==> src/rtl/division_round_ctrl.sv <==
// Divisibility quiz sequencer: draws a dividend, presents it on a frame tick,
// scores the yes/no answer and tracks rounds and BCD score for one game.
// Ports:
//   clk, rst                  pixel clock, sync active-high reset
//   row, col                  VGA position (frame tick source)
//   start_btn/yes_btn/no_btn  synchronized button levels
//   dividend_tens/ones_value  BCD dividend shown on screen
//   score_tens/ones           BCD score
//   round_active/result_valid/result_correct/game_over  status
module division_round_ctrl #(
  parameter int unsigned DIVISOR        = 7,
  parameter int unsigned ROUNDS         = 10,
  parameter int unsigned TIMEOUT_FRAMES = 180,
  parameter int unsigned RESULT_FRAMES  = 60,
  parameter int unsigned FRAME_ROW      = 480,
  parameter logic [7:0]  LFSR_SEED      = 8'hA5
) (
  input  logic       clk,
  input  logic       rst,
  input  logic [9:0] row,
  input  logic [9:0] col,
  input  logic       start_btn,
  input  logic       yes_btn,
  input  logic       no_btn,
  output logic [3:0] dividend_tens_value,
  output logic [3:0] dividend_ones_value,
  output logic [3:0] score_tens,
  output logic [3:0] score_ones,
  output logic       round_active,
  output logic       result_valid,
  output logic       result_correct,
  output logic       game_over
);

  localparam logic [6:0] L_DIV     = 7'(DIVISOR);
  localparam logic [6:0] L_ROUNDS  = 7'(ROUNDS);
  localparam logic [7:0] L_TO_LAST = 8'(TIMEOUT_FRAMES - 1);
  localparam logic [7:0] L_RS_LAST = 8'(RESULT_FRAMES - 1);
  localparam logic [9:0] L_FROW    = 10'(FRAME_ROW);

  typedef enum logic [2:0] {
    S_IDLE, S_DRAW, S_CONV, S_CHECK,
    S_PRESENT, S_WAIT, S_RESULT, S_OVER
  } state_t;

  state_t     r_state;
  state_t     w_next;
  logic [7:0] r_lfsr;
  logic       r_start_q;
  logic       r_yes_q;
  logic       r_no_q;
  logic [6:0] r_work;
  logic [6:0] r_val;
  logic [3:0] r_tens_sh;
  logic [3:0] r_ones_sh;
  logic       r_div;
  logic [7:0] r_frames;
  logic [6:0] r_rounds;
  logic [3:0] r_dig_t;
  logic [3:0] r_dig_o;
  logic [3:0] r_sc_t;
  logic [3:0] r_sc_o;
  logic       r_correct;

  logic       w_tick;
  logic       w_start_e;
  logic       w_yes_e;
  logic       w_no_e;
  logic       w_ans;
  logic       w_hit;
  logic       w_expire;
  logic       w_res_done;
  logic       w_fb;
  logic [6:0] w_draw;

  assign w_tick     = (row == L_FROW) && (col == 10'd0);
  assign w_start_e  = start_btn & ~r_start_q;
  assign w_yes_e    = yes_btn & ~r_yes_q;
  assign w_no_e     = no_btn & ~r_no_q;
  assign w_ans      = w_yes_e | w_no_e;
  // both edges together always score as wrong
  assign w_hit      = (w_yes_e & ~w_no_e & r_div)
                    | (w_no_e & ~w_yes_e & ~r_div);
  assign w_expire   = w_tick && (r_frames == L_TO_LAST);
  assign w_res_done = w_tick && (r_frames == L_RS_LAST);
  assign w_fb       = r_lfsr[7] ^ r_lfsr[5] ^ r_lfsr[4] ^ r_lfsr[3];
  // 7-bit draw folded once into 0..99
  assign w_draw     = (r_lfsr[6:0] >= 7'd100) ? r_lfsr[6:0] - 7'd100
                                              : r_lfsr[6:0];

  always_ff @(posedge clk) begin
    if (rst) r_state <= S_IDLE;
    else     r_state <= w_next;
  end

  always_comb begin
    w_next = r_state;
    case (r_state)
      S_IDLE:    if (w_start_e) w_next = S_DRAW;
      S_DRAW:    w_next = S_CONV;
      S_CONV:    if (r_work < 7'd10) w_next = S_CHECK;
      S_CHECK:   if (r_work < L_DIV) w_next = S_PRESENT;
      S_PRESENT: if (w_tick) w_next = S_WAIT;
      S_WAIT:    if (w_ans || w_expire) w_next = S_RESULT;
      S_RESULT: begin
        if (w_res_done)
          w_next = (r_rounds == L_ROUNDS) ? S_OVER : S_DRAW;
      end
      S_OVER:    if (w_start_e) w_next = S_DRAW;
      default:   w_next = S_IDLE;
    endcase
  end

  always_ff @(posedge clk) begin
    if (rst) begin
      r_lfsr    <= LFSR_SEED;
      r_start_q <= 1'b0;
      r_yes_q   <= 1'b0;
      r_no_q    <= 1'b0;
      r_work    <= '0;
      r_val     <= '0;
      r_tens_sh <= '0;
      r_ones_sh <= '0;
      r_div     <= 1'b0;
      r_frames  <= '0;
      r_rounds  <= '0;
      r_dig_t   <= '0;
      r_dig_o   <= '0;
      r_sc_t    <= '0;
      r_sc_o    <= '0;
      r_correct <= 1'b0;
    end else begin
      r_lfsr    <= {r_lfsr[6:0], w_fb};
      r_start_q <= start_btn;
      r_yes_q   <= yes_btn;
      r_no_q    <= no_btn;
      case (r_state)
        S_IDLE, S_OVER: begin
          if (w_start_e) begin
            r_sc_t   <= '0;
            r_sc_o   <= '0;
            r_rounds <= '0;
          end
        end
        S_DRAW: begin
          r_work    <= w_draw;
          r_val     <= w_draw;
          r_tens_sh <= '0;
        end
        S_CONV: begin
          if (r_work >= 7'd10) begin
            r_work    <= r_work - 7'd10;
            r_tens_sh <= r_tens_sh + 4'd1;
          end else begin
            r_ones_sh <= r_work[3:0];
            r_work    <= r_val;
          end
        end
        S_CHECK: begin
          if (r_work >= L_DIV) r_work <= r_work - L_DIV;
          else                 r_div  <= (r_work == 7'd0);
        end
        S_PRESENT: begin
          if (w_tick) begin
            r_dig_t  <= r_tens_sh;
            r_dig_o  <= r_ones_sh;
            r_frames <= '0;
          end
        end
        S_WAIT: begin
          if (w_ans || w_expire) begin
            r_correct <= w_hit;
            r_frames  <= '0;
            r_rounds  <= r_rounds + 7'd1;
            if (w_hit && !(r_sc_t == 4'd9 && r_sc_o == 4'd9)) begin
              if (r_sc_o == 4'd9) begin
                r_sc_o <= 4'd0;
                r_sc_t <= r_sc_t + 4'd1;
              end else begin
                r_sc_o <= r_sc_o + 4'd1;
              end
            end
          end else if (w_tick) begin
            r_frames <= r_frames + 8'd1;
          end
        end
        S_RESULT: begin
          if (w_tick) r_frames <= r_frames + 8'd1;
        end
        default: ;
      endcase
    end
  end

  assign dividend_tens_value = r_dig_t;
  assign dividend_ones_value = r_dig_o;
  assign score_tens          = r_sc_t;
  assign score_ones          = r_sc_o;
  assign result_correct      = r_correct;
  assign round_active        = (r_state == S_WAIT);
  assign result_valid        = (r_state == S_RESULT);
  assign game_over           = (r_state == S_OVER);

endmodule

==> config.mk <==
export PLATFORM = sky130hd
export DESIGN_NAME = division_round_ctrl
export DESIGN_NICKNAME = d
export VERILOG_FILES = /design/src/rtl/division_round_ctrl.sv
export SDC_FILE = /design/constraint.sdc
export NUM_CORES = 1
export LEC_CHECK = 0
export ABC_AREA = 1
export BUFFER_PORTS_ARGS = -buffer_cell sky130_fd_sc_hd__buf_4
export CAP_MARGIN = 20
export CELL_PAD_IN_SITES_DETAIL_PLACEMENT = 1
export CELL_PAD_IN_SITES_GLOBAL_PLACEMENT = 1
export CORE_MARGIN = 2
export CORE_UTILIZATION = 30
export DETAILED_ROUTE_END_ITERATION = 10
export PLACE_DENSITY_LB_ADDON = 0.3
export SYNTH_ARGS = -nofsm -noshare
export SYNTH_HDL_FRONTEND = slang
export SYNTH_SLANG_ARGS = --single-unit
==> constraint.sdc <==
create_clock -name clk -period 2.15 [get_ports clk]
set_input_delay 0.1075 -clock clk [delete_from_list [all_inputs] [get_ports clk]]
set_output_delay 0.1075 -clock clk [all_outputs]
set_load 0.005 [all_outputs]
==> results list <==
* Net count after synthesis: ~600
* Antenna Violating Nets Remaining: 0
* Cell area after technology mapping: about 3900 um2
- RSZ-0062 raised after global routing: false
* Final std cells w/o fill: 796
- In this run the core area contains 41 standard-cell rows.
- For hold timing, the worst endpoint is r_no_q$_SDFF_PP0_.
- During placement, the flow inserted port buffers numbering 44.
* Critical Path Source Type: flip-flop
- Clock-pin slew was measured on the worst setup and hold paths at 0.06 ns.
- Post-synth EDFFs: 0
- Pin placement for this block handled 45 I/O pins.
- Pin count of the biggest net entering global routing: 34
- Chip Width: 117 um
* Clock root buffer: clkbuf_16
- For this run, the register share of the synthesized area comes to 0.358.
- CTS saw 69 sinks.
* Critical Path Fanout Max: 5
- The tightest hold path in the finished design has a slack of approximately 0.022 ns.
- WL final: 10.6 mm
- Via Count: roughly 3700
- The final layout contains approximately 660 nets.
- For this run, the total global-route usage over all layers was measured as 0.163.
- After the first detailed-routing iteration, the DRC count stood at 130.
- The worst register-to-register path ends at r_work[6]$_SDFFE_PP0P_.
* Highest ir drop seen on vdd: 0.000444 V
* Final estimated routing congestion in global placement: 0.855
- Worst R2R Path Depth: 12
- Reg-to-Reg Start: r_work[2]$_SDFFE_PP0P_
- The clock tree synthesis step divided the H-tree into 3 levels.
* Detailed placer's ending HPWL: slightly above 8 mm
* Final-report max-slew violation count: 0
- The worst setup path is of the reg2reg kind.
- Signal arrival time at the worst endpoint: 2.21 ns
* Residual DRC: 0
- The most used flip-flop cell after synthesis is dfxtp_1.
* Die area: approximately 14000 um2
* Number of cells traversed by the worst hold path: 3
- CTS tree: done
- Tmin final: roughly 1.9 ns
* Power per standard cell area: 1130 nW/um2
* Status: completed
* Share of layout cells above drive strength 1: 0.149
- Beginning of the worst hold path: no_btn
- Area Overhead vs Synth: 23.8%
* YS warnings: 0
- Number of CTS-inserted buffers: 9
* MaxCap Viol Count: 0
- Async set-or-reset flop fraction in the synthesized netlist: 0
* Floorplan core area: 12600 um2
* Worst slew pin tran: 0.443 ns
- Standby leakage power: 0.00213 uW
- The final number of hold-violating endpoints was 0.
* Post-synth top area share: 0.358
- dfxtp_1 takes more of the synthesized area than any other cell.
- Once the clock tree was built, the setup fixing pass inserted 0 buffers.
- Class of the tightest hold or removal check: in2reg
- Before antenna repair, the detailed router went through 4 iterations.
* Portion of the clock cycle consumed by the worst path in the final layout: 0.900
* Area contributors post-synth: dfxtp_1, nand2_1, nor2_1
* Register-to-Register Setup Slack: 0.22 ns
- Number of library cell types mapped by synthesis: between 40 and 50
- Maximum operating frequency: 517 MHz
- The clock reaches the later pin of the worst-skew pair after 0.34 ns.
* Antenna Cells: 0
- From bottom edge to top edge, the die measures 117 um.
- Summing all placed instances gives a cell area of 4430 um2.
- The clock passes through at most 2 buffers.
* Cells after Synth: about 560
* Number of vias per cell: 4.66
* Clock tree skew after final layout: roughly 0.0052 ns
- The total overflow left after global routing is 0.
- Counting flops and latches in the post-synthesis netlist gives 69.
- Total non-filler cell area in the finished layout: 4780 um2
- STA puts the critical path data required time at 2.43 ns.
- The number of antenna violations at the first check in global routing was 0.
* Total Neg Setup Slack: 0 ns
- Once placement completed, the tool counted placed cells totaling 779.
- The initial utilization of the core area, before any placement, comes to 0.307.
- Setup violations remaining at the end of the flow were counted as 0.
* Number of global-route vias before repair: 3747
* Slew HR: 0.702
* First-pass GRT wire length: between 15 and 20 mm
- Critical path capture point type: flip-flop
- Average cell area after synthesis: 6.86 um2
* DR WL/cell: 13.3 um
## power by group
group	switching, uW	internal, uW	total [uW]
clock	565	1070	1640
combinational	1320	708	2030
sequential	237	1500	1740
total	2120	3290	5410
## repair_timing
action	in CTS	in global routing
endpoints found under the setup margin	0	11
hold endpoints to repair	1	0
hold buffers	1	0
resized for setup	0	6
## metrics by stage
step / setup WS (ns) / total power, uW / utilization
floorplan: 0.385 / 3150 / -
global placement: 0.0986 / 3720 / 0.352
detailed placement: 0.0597 / 3780 / 0.352
CTS: 0.0420 / 5450 / 0.379
global route: 0.0120 / 5850 / 0.380
finish: 0.216 / 5410 / 0.380
## registers in the layout (all words and copies together) (netlist names), 4 cells and up
| signal | count |
|---|---|
| r_lfsr | 8 |
| score_ones | 4 |
| score_tens | 4 |
| r_rounds | 7 |
| r_frames | 8 |
| r_ones_sh | 4 |
| dividend_tens_value | 4 |
| r_tens_sh | 4 |
| r_work | 7 |
| dividend_ones_value | 4 |
| r_val | 7 |
## critical path: stages (launching register included)
cell and delay, ns:
dfxtp_1 0.39, inv_1 0.13, ha_1 0.21, or2_2 0.33, nand3_1 0.13, nand2_1 0.12, inv_2 0.14, nand2_1 0.07
nand3_1 0.08, nor2_1 0.04, nor2_1 0.11, nor2_1 0.05, nor2_1 0.07
## cell type report
type | count | area (um2)
flip-flops and latches | 69 | 1380
inverters | 80 | 303
clock inverters | 4 | 70.1
fillers | 1571 | 7790
multi-input cells | 405 | 2140
clock buffers | 12 | 256
well taps | 172 | 215
repair buffers | 54 | 408
## kinds of logic after synthesis
kind of cell / share of synthesized area
mux: 0.00259
compound gates: 0.136
simple gates: 0.322
xor+xnor: 0.0431
fa+ha+maj: 0.0486
buf+inv: 0.0898
flops: 0.358
## cells in the mapped netlist, types with 2 or more instances
master     number
a21oi_1        38
a21oi_4         2
a22oi_1         2
a31oi_1         2
buf_2           2
buf_4           2
clkbuf_1        5
dfxtp_1        69
ha_1           15
inv_1          76
inv_2           2
nand2_1       117
nand3_1        32
nand4_1         8
nor2_1         95
nor2_2          6
nor3_1          8
nor3b_1         3
nor4_1          4
o2111ai_1       2
o21a_1          6
o21ai_0        27
o21bai_1        2
o22ai_1         2
xnor2_1         2
xor2_1         17
## layer usage
layer,vias up,global-route usage,wire (um)
met1,1732,0.206,5140
met4,0,0.0542,152
li1,1931,-,-
met2,38,0.272,5000
met5,-,0,0
met3,12,0.0404,290
## worst max path at each step
stage,from,end,slack [ns],depth (start not counted)
2_1_floorplan,r_work[1]$_SDFFE_PP0P_,r_work[4]$_SDFFE_PP0P_,0.38,10
3_3_place_gp,r_state[1]$_SDFFE_PP0P_,r_work[2]$_SDFFE_PP0P_,0.1,8
3_5_place_dp,r_state[1]$_SDFFE_PP0P_,r_work[3]$_SDFFE_PP0P_,0.06,10
4_1_cts,r_state[1]$_SDFFE_PP0P_,r_work[3]$_SDFFE_PP0P_,0.04,10
5_1_grt,r_work[2]$_SDFFE_PP0P_,r_work[6]$_SDFFE_PP0P_,0.01,12
6_report,r_work[2]$_SDFFE_PP0P_,r_work[6]$_SDFFE_PP0P_,0.22,12
## layout by cell type, fill, tap and decap left out, drive strengths merged, types with 3 or more instances in the layout
master / instances
nand2: 118
o21a: 6
nor3: 9
a21oi: 40
xor2: 17
nor4: 4
clkinv: 3
o21ai: 28
ha: 15
inv: 79
nand4: 9
nor2: 103
nor3b: 3
buf: 53
dfxtp: 69
clkbuf: 12
nand3: 33
Power figures use the tool's default switching activity.
